File: config.mk
export PLATFORM = sky130hd
export DESIGN_NAME = cast_switch_allocator_flat
export DESIGN_NICKNAME = d
export VERILOG_FILES = /design/src/rtl/cast_switch_allocator_if.sv /design/src/rtl/cast_switch_allocator.sv /design/src/flat_wrapper.sv
export SDC_FILE = /design/constraint.sdc
export NUM_CORES = 1
export LEC_CHECK = 0
export ABC_AREA = 1
export CORE_MARGIN = 1
export CORE_UTILIZATION = 45
export CTS_BUF_LIST = sky130_fd_sc_hd__clkbuf_4 sky130_fd_sc_hd__clkbuf_8 sky130_fd_sc_hd__clkbuf_16
export CTS_CLUSTER_SIZE = 10
export DETAILED_ROUTE_END_ITERATION = 6
export GPL_TIMING_DRIVEN = 0
export HOLD_SLACK_MARGIN = 0.08
export PLACE_DENSITY = 0.69
export SLEW_MARGIN = 25
export SYNTH_ARGS = -nofsm -noshare
export SYNTH_HDL_FRONTEND = slang
export SYNTH_SLANG_ARGS = --single-unit
File: constraint.sdc
create_clock -name clk -period 5.55 [get_ports clk]
set_input_delay 1.11 -clock clk [delete_from_list [all_inputs] [get_ports clk]]
set_output_delay 1.11 -clock clk [all_outputs]
set_load 0.03 [all_outputs]
File: src/rtl/cast_switch_allocator_if.sv
// Selection/ready interface between the input buffers, the multicast
// switch allocator and the crossbar. The master side drives flit
// status, routing masks and downstream ready; the slave side (the
// allocator) returns crossbar selections, input ready and output busy.
interface cast_switch_allocator_if #(
   parameter int PN = 5
);
   logic [PN-1:0]          valid_i;
   logic [PN-1:0]          head_i;
   logic [PN-1:0]          tail_i;
   logic [PN-1:0][PN-1:0]  req_i;
   logic [PN-1:0]          out_ready_i;
   logic [PN-1:0][PN-1:0]  xbar_sel_o;
   logic [PN-1:0]          in_ready_o;
   logic [PN-1:0]          out_busy_o;

   modport master (
      output valid_i, head_i, tail_i, req_i, out_ready_i,
      input  xbar_sel_o, in_ready_o, out_busy_o
   );

   modport slave (
      input  valid_i, head_i, tail_i, req_i, out_ready_i,
      output xbar_sel_o, in_ready_o, out_busy_o
   );
endinterface

File: src/rtl/cast_switch_allocator.sv
// Multicast switch allocator. Each input holds a registered output set
// (sel) from head to tail; allocation is a greedy all-or-nothing
// round-robin pass over idle inputs, and input ready is the lock-step
// AND of downstream ready over every output in the held set.
module cast_switch_allocator #(
   parameter int PN = 5
) (
   input logic                      clk,
   input logic                      rst,
   cast_switch_allocator_if.slave   bus
);

   localparam int PW = (PN > 1) ? $clog2(PN) : 1;

   logic [PN-1:0][PN-1:0] sel_q, sel_d;
   logic [PW-1:0]         ptr_q, ptr_d;
   logic [PN-1:0]         busy;
   logic [PN-1:0]         in_ready;
   logic [PN-1:0]         fire;
   logic [PN-1:0]         taken;
   logic                  found;
   logic [PW-1:0]         idx;
   int                    idx_int;
   int                    nxt;

   // Outputs owned by any locked input.
   always_comb begin
      busy = '0;
      for (int i = 0; i < PN; i++) begin
         busy = busy | sel_q[i];
      end
   end

   // Lock-step fork: an input is ready only when every selected output is ready.
   always_comb begin
      in_ready = '0;
      for (int i = 0; i < PN; i++) begin
         in_ready[i] = (sel_q[i] != '0) && ((sel_q[i] & ~bus.out_ready_i) == '0);
      end
   end

   assign fire = bus.valid_i & in_ready;

   // Round-robin greedy allocation on idle inputs, then tail release on locked ones.
   always_comb begin
      // NOTE: every variable gets a default before any conditional assignment,
      // otherwise paths that skip an assignment would infer a latch.
      sel_d   = sel_q;
      ptr_d   = ptr_q;
      taken   = busy;
      found   = 1'b0;
      idx_int = 0;
      idx     = '0;
      nxt     = 0;
      for (int k = 0; k < PN; k++) begin
         idx_int = int'(ptr_q) + k;
         if (idx_int >= PN) begin
            idx_int = idx_int - PN;
         end
         idx = PW'(idx_int);
         if ((sel_q[idx] == '0) && bus.valid_i[idx] && bus.head_i[idx] &&
             (bus.req_i[idx] != '0) && ((bus.req_i[idx] & taken) == '0)) begin
            sel_d[idx] = bus.req_i[idx];
            taken      = taken | bus.req_i[idx];
            if (!found) begin
               found = 1'b1;
               nxt   = idx_int + 1;
               if (nxt >= PN) begin
                  nxt = 0;
               end
               ptr_d = PW'(nxt);
            end
         end
      end
      // Release only touches locked inputs, allocation only idle ones, so
      // they never collide; freed outputs reach allocation next cycle via busy.
      for (int i = 0; i < PN; i++) begin
         if (fire[i] && bus.tail_i[i]) begin
            sel_d[i] = '0;
         end
      end
   end

   // Selection and pointer state; reset drops every lock immediately.
   always_ff @(posedge clk or posedge rst) begin
      // NOTE: sequential state uses non-blocking assignments so every register
      // samples the pre-edge values, independent of statement order.
      if (rst) begin
         sel_q <= '0;
         ptr_q <= '0;
      end else begin
         sel_q <= sel_d;
         ptr_q <= ptr_d;
      end
   end

   assign bus.xbar_sel_o = sel_q;
   assign bus.in_ready_o = in_ready;
   assign bus.out_busy_o = busy;

endmodule
File: src/flat_wrapper.sv
// flat-port wrapper written by rule: the top's interface ports become plain ports
module cast_switch_allocator_flat 
#(
   parameter int PN = 5
)
  (clk, rst, bus_valid_i, bus_head_i, bus_tail_i, bus_req_i, bus_out_ready_i, bus_xbar_sel_o, bus_in_ready_o, bus_out_busy_o);
  cast_switch_allocator_if #(.PN(PN)) bus_i ();
  input logic clk;
  input logic rst;
  input wire logic [$bits(bus_i.valid_i)-1:0] bus_valid_i;
  input wire logic [$bits(bus_i.head_i)-1:0] bus_head_i;
  input wire logic [$bits(bus_i.tail_i)-1:0] bus_tail_i;
  input wire logic [$bits(bus_i.req_i)-1:0] bus_req_i;
  input wire logic [$bits(bus_i.out_ready_i)-1:0] bus_out_ready_i;
  output wire logic [$bits(bus_i.xbar_sel_o)-1:0] bus_xbar_sel_o;
  output wire logic [$bits(bus_i.in_ready_o)-1:0] bus_in_ready_o;
  output wire logic [$bits(bus_i.out_busy_o)-1:0] bus_out_busy_o;
  assign bus_i.valid_i = bus_valid_i;
  assign bus_i.head_i = bus_head_i;
  assign bus_i.tail_i = bus_tail_i;
  assign bus_i.req_i = bus_req_i;
  assign bus_i.out_ready_i = bus_out_ready_i;
  assign bus_xbar_sel_o = bus_i.xbar_sel_o;
  assign bus_in_ready_o = bus_i.in_ready_o;
  assign bus_out_busy_o = bus_i.out_busy_o;
  cast_switch_allocator #(.PN(PN)) u_core (.clk(clk), .rst(rst), .bus(bus_i));
endmodule
## Word level (Yosys, flattened, before mapping)

Cells that the tools add are included.

- Register bits after elaboration: 28
- Logic and storage cells: 212

- $add $sub $neg: 14
- Multiplexer cells: 92
- Reduce and logical (&&, ||, !) cells: 60
- Bitwise logic cells: 20
- Magnitude comparators: 20

Operators with widths:

| kind | number |
|---|---|
| >= comparator 32 x 4 -> 1 bit, second input constant | 9 |
| adder 32 x 2 -> 32 bit, second input constant | 5 |
| two-way mux 32 bit | 5 |
| binary-select mux 5 bit (select 3 bit) | 10 |
| subtractor 32 x 4 -> 32 bit, second input constant | 4 |
| bitwise mux 25 bit | 5 |
| two-way mux 25 bit | 5 |
| two-way mux 5 bit | 24 |
| demux 5 bit (select 3 bit) | 5 |
| zero test 5 bit | 15 |
| bitwise AND 5 bit | 11 |
| nonzero test 5 bit | 10 |
| two-way mux 3 bit | 14 |
| OR 5 bit | 8 |
| logical AND 1 bit | 35 |
| binary-select mux 1 bit (select 3 bit) | 10 |
| < comparator 3 x 4 -> 1 bit, second input constant | 5 |
| >= comparator 3 x 1 -> 1 bit, second input constant | 5 |
| two-way mux 1 bit | 14 |
| adder 3 x 2 -> 4 bit, second input constant | 2 |
| inverter 5 bit | 1 |
| adder 3 x 1 -> 4 bit, second input constant | 1 |
| adder 3 x 3 -> 4 bit, second input constant | 1 |
| subtractor 3 x 3 -> 4 bit, second input constant | 1 |
| >= comparator 3 bit, second input constant | 1 |

## Longest topological paths before layout

- Depth after elaboration: 27
- Mapped depth: 41
- Mapped depth without buffers: 41

## Worst setup path before layout

Ideal clock, no wire load.

- Path type: register -> register
- Start: register u_core.ptr_q[1]
- End: register u_core.sel_q (netlist bit u_core.bus.xbar_sel_o[19])
- Buffers on the path: 1
- Setup slack: 1.095 ns
- Setup time: 0.118 ns
- Data arrival time: 4.337 ns
- Stages on the path, launching flop included: 40
- Data required time: 5.432 ns
- Cells stage by stage: dfrtp_1 -> inv_1 -> ha_1 -> inv_1 -> ha_1 -> inv_2 -> nand2_4 -> nand2_4 -> nand2_8 -> buf_8 -> nand3_1 -> nor2_1 -> nor2_2 -> nand2_2 -> nand2_1 -> nand3_2 -> nor2_4 -> nand3_1 -> [4 not listed] -> nand3_1 -> nand2_1 -> nand2_1 -> nand2_2 -> nor2_4 -> nand3_1 -> nand2_1 -> nand2_1 -> nand2_1 -> nor2_2 -> nand3_1 -> nand2_1 -> nand2_2 -> nand2_2 -> nor2_8 -> nand3_4 -> nor2_1 -> nor2_1

RTL lines:

| element | RTL line | RTL |
|---|---|---|
| start, declared | cast_switch_allocator.sv:16 | `logic [PW-1:0] ptr_q, ptr_d;` |
| start signal, assigned | cast_switch_allocator.sv:93 | `ptr_q <= ptr_d;` |
| end signal, assigned | cast_switch_allocator.sv:92 | `sel_q <= sel_d;` |
| end, declared | cast_switch_allocator.sv:15 | `logic [PN-1:0][PN-1:0] sel_q, sel_d;` |

==> metrics.sh <==
FP.DIEW_UM=126
FLOORPLAN.CORE_AREA_SQ_UM=14700
HOLDCRITPATHCLASS='reg -> reg'
FLOW.AREA_GROWTH_FROM_SYNTHESIS_PCT=23.1
RUN_STATUS='complete, but fails checks'
INSERTEDDIODECOUNT=0
REG2REG_FROM='u_core.ptr_q[1]$_DFF_PP0_'
SYNTH.FF_LATCH_COUNT=28
FMAX_MHz=191
DIE_BOUNDARY_HEIGHT_UM=126
CRITPATHLAUNCHTYPE='register'
YOSYS_WARNINGS=0
MOST_FREQUENT_CELLS_IN_THE_LAYOUT='sky130_fd_sc_hd__nand2_1 (386), sky130_fd_sc_hd__nor2_1 (141), sky130_fd_sc_hd__inv_1 (137)'
ELEMENT_TYPE_AT_THE_CRITICAL_PATH_END='register'
CP_DATA_REQUIRED_TIME_NS=5.75
WORSTPATHBUFFERINVERTERCOUNT=6
GRT_UTIL_ALL_LAYERS_PCT=38.3
LARGEST_NET_DEGREE_AT_THE_START_OF_GLOBAL_ROUTING=29
NUM_IO_PINS=82
PERIOD_MINUS_SLACK_NS=5.25
CP_DATA_ARRIVAL_TIME_NS=5.45
CRITICALPATHCATEGORY='reg -> reg'
SYNTH_SEQ_AREA_SHARE_PCT=10.2
CTS_NUM_SINKS=28
FILLER_CELL_COUNT=1527
REMAINING_ROUTING_DRC_VIOLATIONS=6
CLOCKROOTBUFFER='sky130_fd_sc_hd__clkbuf_16'
REGISTER_TO_REGISTER_SETUP_SLACK_NS=0.30
STARTPOINT='u_core.ptr_q[1]$_DFF_PP0_'
CRIT_END='u_core.bus.xbar_sel_o[17]$_DFF_PP0_'
DIEAREA_SQ_UM=15800
SYNTH_AREA_LEADER_CELL='sky130_fd_sc_hd__nand2_1'
TIMING.FINAL.CRIT_SHARE_PCT=94.6
REPORT.FINAL.SETUP_VIOL=0
STARTING_DENSITY_OF_THE_CORE_PCT=46.7
FINAL.HOLD.WORST_SLACK_NS=0.910
RSZ_0062_RAISED_AFTER_GLOBAL_ROUTING='no'
NON_FILLER_CELLS_IN_THE_FINISHED_LAYOUT=1548
GRT_FIRST_PASS_WIRELENGTH_UM=46400
POST_SYNTH_TOP_FLOP='sky130_fd_sc_hd__dfrtp_1'
CLOCK_TREE_SKEW_AFTER_FINAL_LAYOUT_NS=0.00630
SYNTH_FP_NETS=1335
NUM-NETS-FINAL=1449
ASYNCSETRESETFLOPFRACSYNTH_PCT=100
DETAIL_ROUTE.ITER0.VIOLATIONS=1255
REG2REG_TO='u_core.bus.xbar_sel_o[17]$_DFF_PP0_'
LAYOUT_CELLS_SIZED_ABOVE_1_PCT=13.2
SLOWEST_STAGE='sky130_fd_sc_hd__a2111oi_4'
CP_NUM_CELLS=32
SYNTHESIS.AREA_SQ_UM=6870
WORST-PATH-MAX-FANOUT=8
REPORT.FINAL.HOLD_VIOL_COUNT=0
YOSYSTOPAREACELLSHARE_PCT=21.5
VIAS=9275
ROUTE.DETAILED.VIAS_PER_INST=5.99
WORST_SLEW_PIN_SLEW_NS=1.03
ANTENNA_FOUND_INITIAL=0
SYNTHTOPCELLSBYAREA='sky130_fd_sc_hd__nand2_1 (21%), sky130_fd_sc_hd__o21ai_0 (11%), sky130_fd_sc_hd__dfrtp_1 (10%), sky130_fd_sc_hd__nor2_1 (8.0%), sky130_fd_sc_hd__inv_1 (7.6%)'
GRT_OVERFLOW=0
CLKSLEWWORSTSETUPHOLDPATHS_NS=0.08
FINAL_MAX_SLEW_VIOL_COUNT=0
LAST_WEIGHTED_CONGESTION_VALUE_OF_THE_ROUTABILITY_DRIVEN_PLACER=0.995
DRT-PASS1-ITER-COUNT=7
GRT_PASS1_VIAS=8034
VIOLATIONS='DRC'
CTS_INSERTED_BUFFERS=3
SYNTHESIS.AREA_PER_INSTANCE_SQ_UM=5.49
DETAILED_PLACE_HPWL_UM=24500
CLOCK_TREE.BUFFER_DEPTH=2
SYNTH_CELLS=1251
WORST_PATH_LARGEST_CELL_DELAY_NS=0.51
DRTANTENNAVIOLNETS=0
NETLIST-CELL-TYPE-COUNT=61
CRITPATHMOSTFREQUENTCELL='sky130_fd_sc_hd__nand2_1'
INSTANCE_COUNT_AFTER_PLACEMENT_WITH_TAP_CELLS_INCLUDED=1518
MAXCAPVIOLATIONS=0
FINALCOREUTILIZATION_PCT=57.6
ROWS=44
CLOCK_TREE_FROM_TRITONCTS='built'
CTS-HTREE-LEVELS=1
MOSTFREQUENTLAYOUTCELL='sky130_fd_sc_hd__nand2_1'
RELSLEWSLACK_PCT=29.5
CLOCK_NETWORK_LATENCY_TO_THE_LATER_PIN_OF_THE_WORST_SKEW_PAIR_NS=0.27
POSTROUTEWIRELENGTH_UM=31200
TIMING.REG2REG.WORST_PATH_DEPTH=32
EDFF_COUNT_SYNTH=0
CRITICAL_PATH.TOP_DELAY_FAMILY='simple AND/OR/NAND/NOR gates'
PLACEMENT.IO_BUFFERS=81
ROUTED_WIRE_LENGTH_PER_INSTANCE_UM=20.2
registers in the layout, summed over array words and instances (netlist names):
signal,count
u_core.ptr_q,3
u_core.bus.xbar_sel_o,25
Yosys cell counts (all sizes together) (2+ instances only):
master,instances
a41oi,3
a31oi,6
nor4,10
or2,8
buf,11
clkinv,5
a2111oi,9
nand3,79
ha,36
o31ai,3
nor2,164
o221ai,5
nand2,418
nor3,25
nand4,24
a21oi,28
xor2,2
o21ai,167
a22oi,2
inv,163
o2111ai,6
dfrtp,28
o211ai,5
o22ai,16
clkbuf,9
o311ai,2
a221oi,5
kinds of logic (layout without fill, tap and decap cells):
family | count (synthesis) | after routing | share of synthesized area, %
AOI/OAI and AO/OA | 264 | 264 | 23.0
xor gates and xnor gates | 3 | 3 | 0.382
adders and majority gates | 37 | 37 | 6.85
and+or+nand+nor | 731 | 733 | 48.7
DFF | 28 | 28 | 10.2
buffers and inverters | 188 | 299 | 10.9
how the worst min path moves through the flow:
stage	from	endpoint	slack (ns)	cells after the start
after CTS	u_core.bus.xbar_sel_o[14]$_DFF_PP0_	u_core.bus.xbar_sel_o[14]$_DFF_PP0_	0.89	4
after detailed placement	u_core.bus.xbar_sel_o[14]$_DFF_PP0_	u_core.bus.xbar_sel_o[14]$_DFF_PP0_	0.88	4
final	u_core.bus.xbar_sel_o[14]$_DFF_PP0_	u_core.bus.xbar_sel_o[14]$_DFF_PP0_	0.91	4
after global routing	u_core.bus.xbar_sel_o[14]$_DFF_PP0_	u_core.bus.xbar_sel_o[12]$_DFF_PP0_	0.98	4
after floorplan	u_core.ptr_q[0]$_DFF_PP0_	u_core.ptr_q[0]$_DFF_PP0_	0.92	4
after global placement	u_core.bus.xbar_sel_o[14]$_DFF_PP0_	u_core.bus.xbar_sel_o[13]$_DFF_PP0_	0.85	4
through the flow:
| stage | worst slack (ns) | setup TNS [ns] | instance area (sq um) |
|---|---|---|---|
| 2_1_floorplan | 1.09 | 0 | 6870 |
| 3_3_place_gp | -0.328 | -7.32 | 7910 |
| 3_5_place_dp | -0.397 | -9.50 | 7950 |
| 4_1_cts | 0.0206 | 0 | 8120 |
| 5_1_grt | 0.00878 | 0 | 8460 |
| 6_report | 0.301 | 0 | 8460 |
routing by layer:
metal	up-vias	GRT usage [%]	routed length (um)
met5	-	0	0
met4	0	10.5	959
met3	76	7.27	3870
met2	635	56.8	13100
met1	4184	55.7	13300
li1	4380	-	-
worst register-to-register path: cells and delay by family (launching register included):
kind                     cells  cell delay [ns]
AO/OA/AOI/OAI                2             0.61
adder cells (fa/ha/maj)      1             0.47
buffers and inverters        6             0.90
flip-flops                   1             0.40
AND/OR/NAND/NOR             23             2.78
final cells by class:
cell class                      instances  area, sq um  share of cell area [%]
Clock buffer                            3         75.1                   0.887
Multi-Input combinational cell       1037         5660                    66.9
Sequential cell                        28          704                    8.33
Inverter                              168          651                    7.69
Timing Repair Buffer                  107          998                    11.8
Clock inverter                          1         30.0                   0.355
Buffer                                 20          114                    1.35
Tap cell                              184          230                    2.72
what timing repair did:
action | in CTS | in global routing
hold buffers | 0 | 0
cloned | 0 | 2
setup buffers | 3 | 19
setup endpoints to repair | 28 | 28
gates resized for setup | 23 | 47
pin swaps | 0 | 6
Power is left out: the tool's default activity adds up to more than one toggle a clock period on the data nets, which glitch-free logic cannot reach.
==> patch (same settings) <==
`PN` is set to 5 in 3 places; all go to 6.
--- a/src/rtl/cast_switch_allocator_if.sv
+++ b/src/rtl/cast_switch_allocator_if.sv
@@ -3,7 +3,7 @@
 // status, routing masks and downstream ready; the slave side (the
 // allocator) returns crossbar selections, input ready and output busy.
 interface cast_switch_allocator_if #(
-   parameter int PN = 5
+   parameter int PN = 6
 );
    logic [PN-1:0]          valid_i;
    logic [PN-1:0]          head_i;
--- a/src/rtl/cast_switch_allocator.sv
+++ b/src/rtl/cast_switch_allocator.sv
@@ -3,7 +3,7 @@
 // round-robin pass over idle inputs, and input ready is the lock-step
 // AND of downstream ready over every output in the held set.
 module cast_switch_allocator #(
-   parameter int PN = 5
+   parameter int PN = 6
 ) (
    input logic                      clk,
    input logic                      rst,
--- a/src/flat_wrapper.sv
+++ b/src/flat_wrapper.sv
@@ -1,7 +1,7 @@
 // flat-port wrapper written by rule: the top's interface ports become plain ports
 module cast_switch_allocator_flat 
 #(
-   parameter int PN = 5
+   parameter int PN = 6
 )
   (clk, rst, bus_valid_i, bus_head_i, bus_tail_i, bus_req_i, bus_out_ready_i, bus_xbar_sel_o, bus_in_ready_o, bus_out_busy_o);
   cast_switch_allocator_if #(.PN(PN)) bus_i ();
Interface: changed (8 resized); port bits go from 82 to 110. No check against the original RTL was run, so the function may have changed too.
==> patch against the unedited design <==
  * Area after synthesis up 43%
  * Non-clock buffer count rose by 129
  * Final cell count grew 46%
  * Wire length rose by 71%
  * Highest routed layer is now met5
  * Cell area grew 53%
  * Sequential cell count up 11
  * Setup slack worse by 0.26 ns
Power is not shown: default switching activity piles up to over one toggle a cycle in this logic, so the estimate is an artifact.
==> patch: results (changes against the unedited design) <==
Status
  – Status: complete, no violations (was finished, violations left)

Synthesis
  – Fraction of the mapped netlist area in adder cells: 0.0529 (was 0.0685)
  – Compound-Gate Fraction of Synth Area: 0.237 (was 0.230)
  – Most instantiated cells after synthesis: nand2_1, inv_1, nor2_1 (was nand2_1, o21ai_0, nor2_1)

Min path
  – Hold Path Class: in2async (was reg2reg)

Placed design
  – DP HPWL: 41100 um (was 24500 um)
  – Placed cell areas: 11400 um^2 (was 7950 um^2)
  – Routability cong.: 1.06 (was 0.995)
  – IO Port Bufs: 109 (was 81)

Setup path
  – Slowest stage delay, CP: 0.63 ns (was 0.51 ns)
  – Worst Path Arrival: 5.72 ns (was 5.45 ns)
  – R2R cell count: 38 (was 32)
  – Crit-path max FO: 10 (was 8)
  – Critical Path Sink: u_core.bus.xbar_sel_o[32] (was u_core.bus.xbar_sel_o[17])

Final layout
  – NonClk Buf Share: 0.170 (was 0.131)
  – #MultiIn Comb: 1435 (was 1037)
  – Fraction of layout cells with a size suffix above 1: 0.198 (was 0.132)
  – Seq area share: 0.0757 (was 0.0833)

Drt
  – First-pass iteration count of the detailed router: 6 (was 7)
  – Vias after detailed routing: 14000 (was 9275)

GRT
  – Antenna violations before repair: 1 (was 0)
  – Vias in the first global route: 12300 (was 8034)
  – Met1 Use GR: 0.622 (was 0.557)
  – Grt met2 use: 0.688 (was 0.568)
  – Gr usage total: 0.457 (was 0.383)

STA
  – Final worst slack: 0.0423 ns (was 0.301 ns)
  – Slew @ Worst Pin: 1.07 ns (was 1.03 ns)
  – Clock skew: 0.00737 ns (was 0.00630 ns)

Clock network
  – Clock Sinks: 39 (was 28)
  – Worst-path clk slew: 0.06 ns (was 0.08 ns)
  – CTS Buf Count: 5 (was 3)
patch: cell types whose count changed after synthesis, moves of 11 or more:
| cell | delta |
|---|---|
| o21ai_1 | +15 |
| a31oi_1 | +20 |
| nor2_1 | +54 |
| inv_1 | +85 |
| nand3_1 | +44 |
| buf_6 | +12 |
| nand2_2 | +15 |
| a21oi_1 | +32 |
| o21ai_0 | -11 |
| clkbuf_1 | +27 |
| nand2_1 | +105 |
| dfrtp_1 | +11 |
| nand4_1 | +17 |
patch: per-stage QoR:
stage	TNS, ns	hold WS [ns]	instances
after global routing	-4.34	1.15	2260
after detailed placement	-60.70	1.06	2179
final	0	1.13	2261
after global placement	-77.07	1.06	2177
after floorplan	0	0.919	1793
after CTS	0	1.08	2209
patch: per-layer routing:
layer	vias up	part of all wire	routed length, um
met4	2	0.058	3080
met5	-	0.00036	19
met3	213	0.15	7780
met1	6397	0.38	20300
met2	1053	0.42	22200
li1	6366	-	-
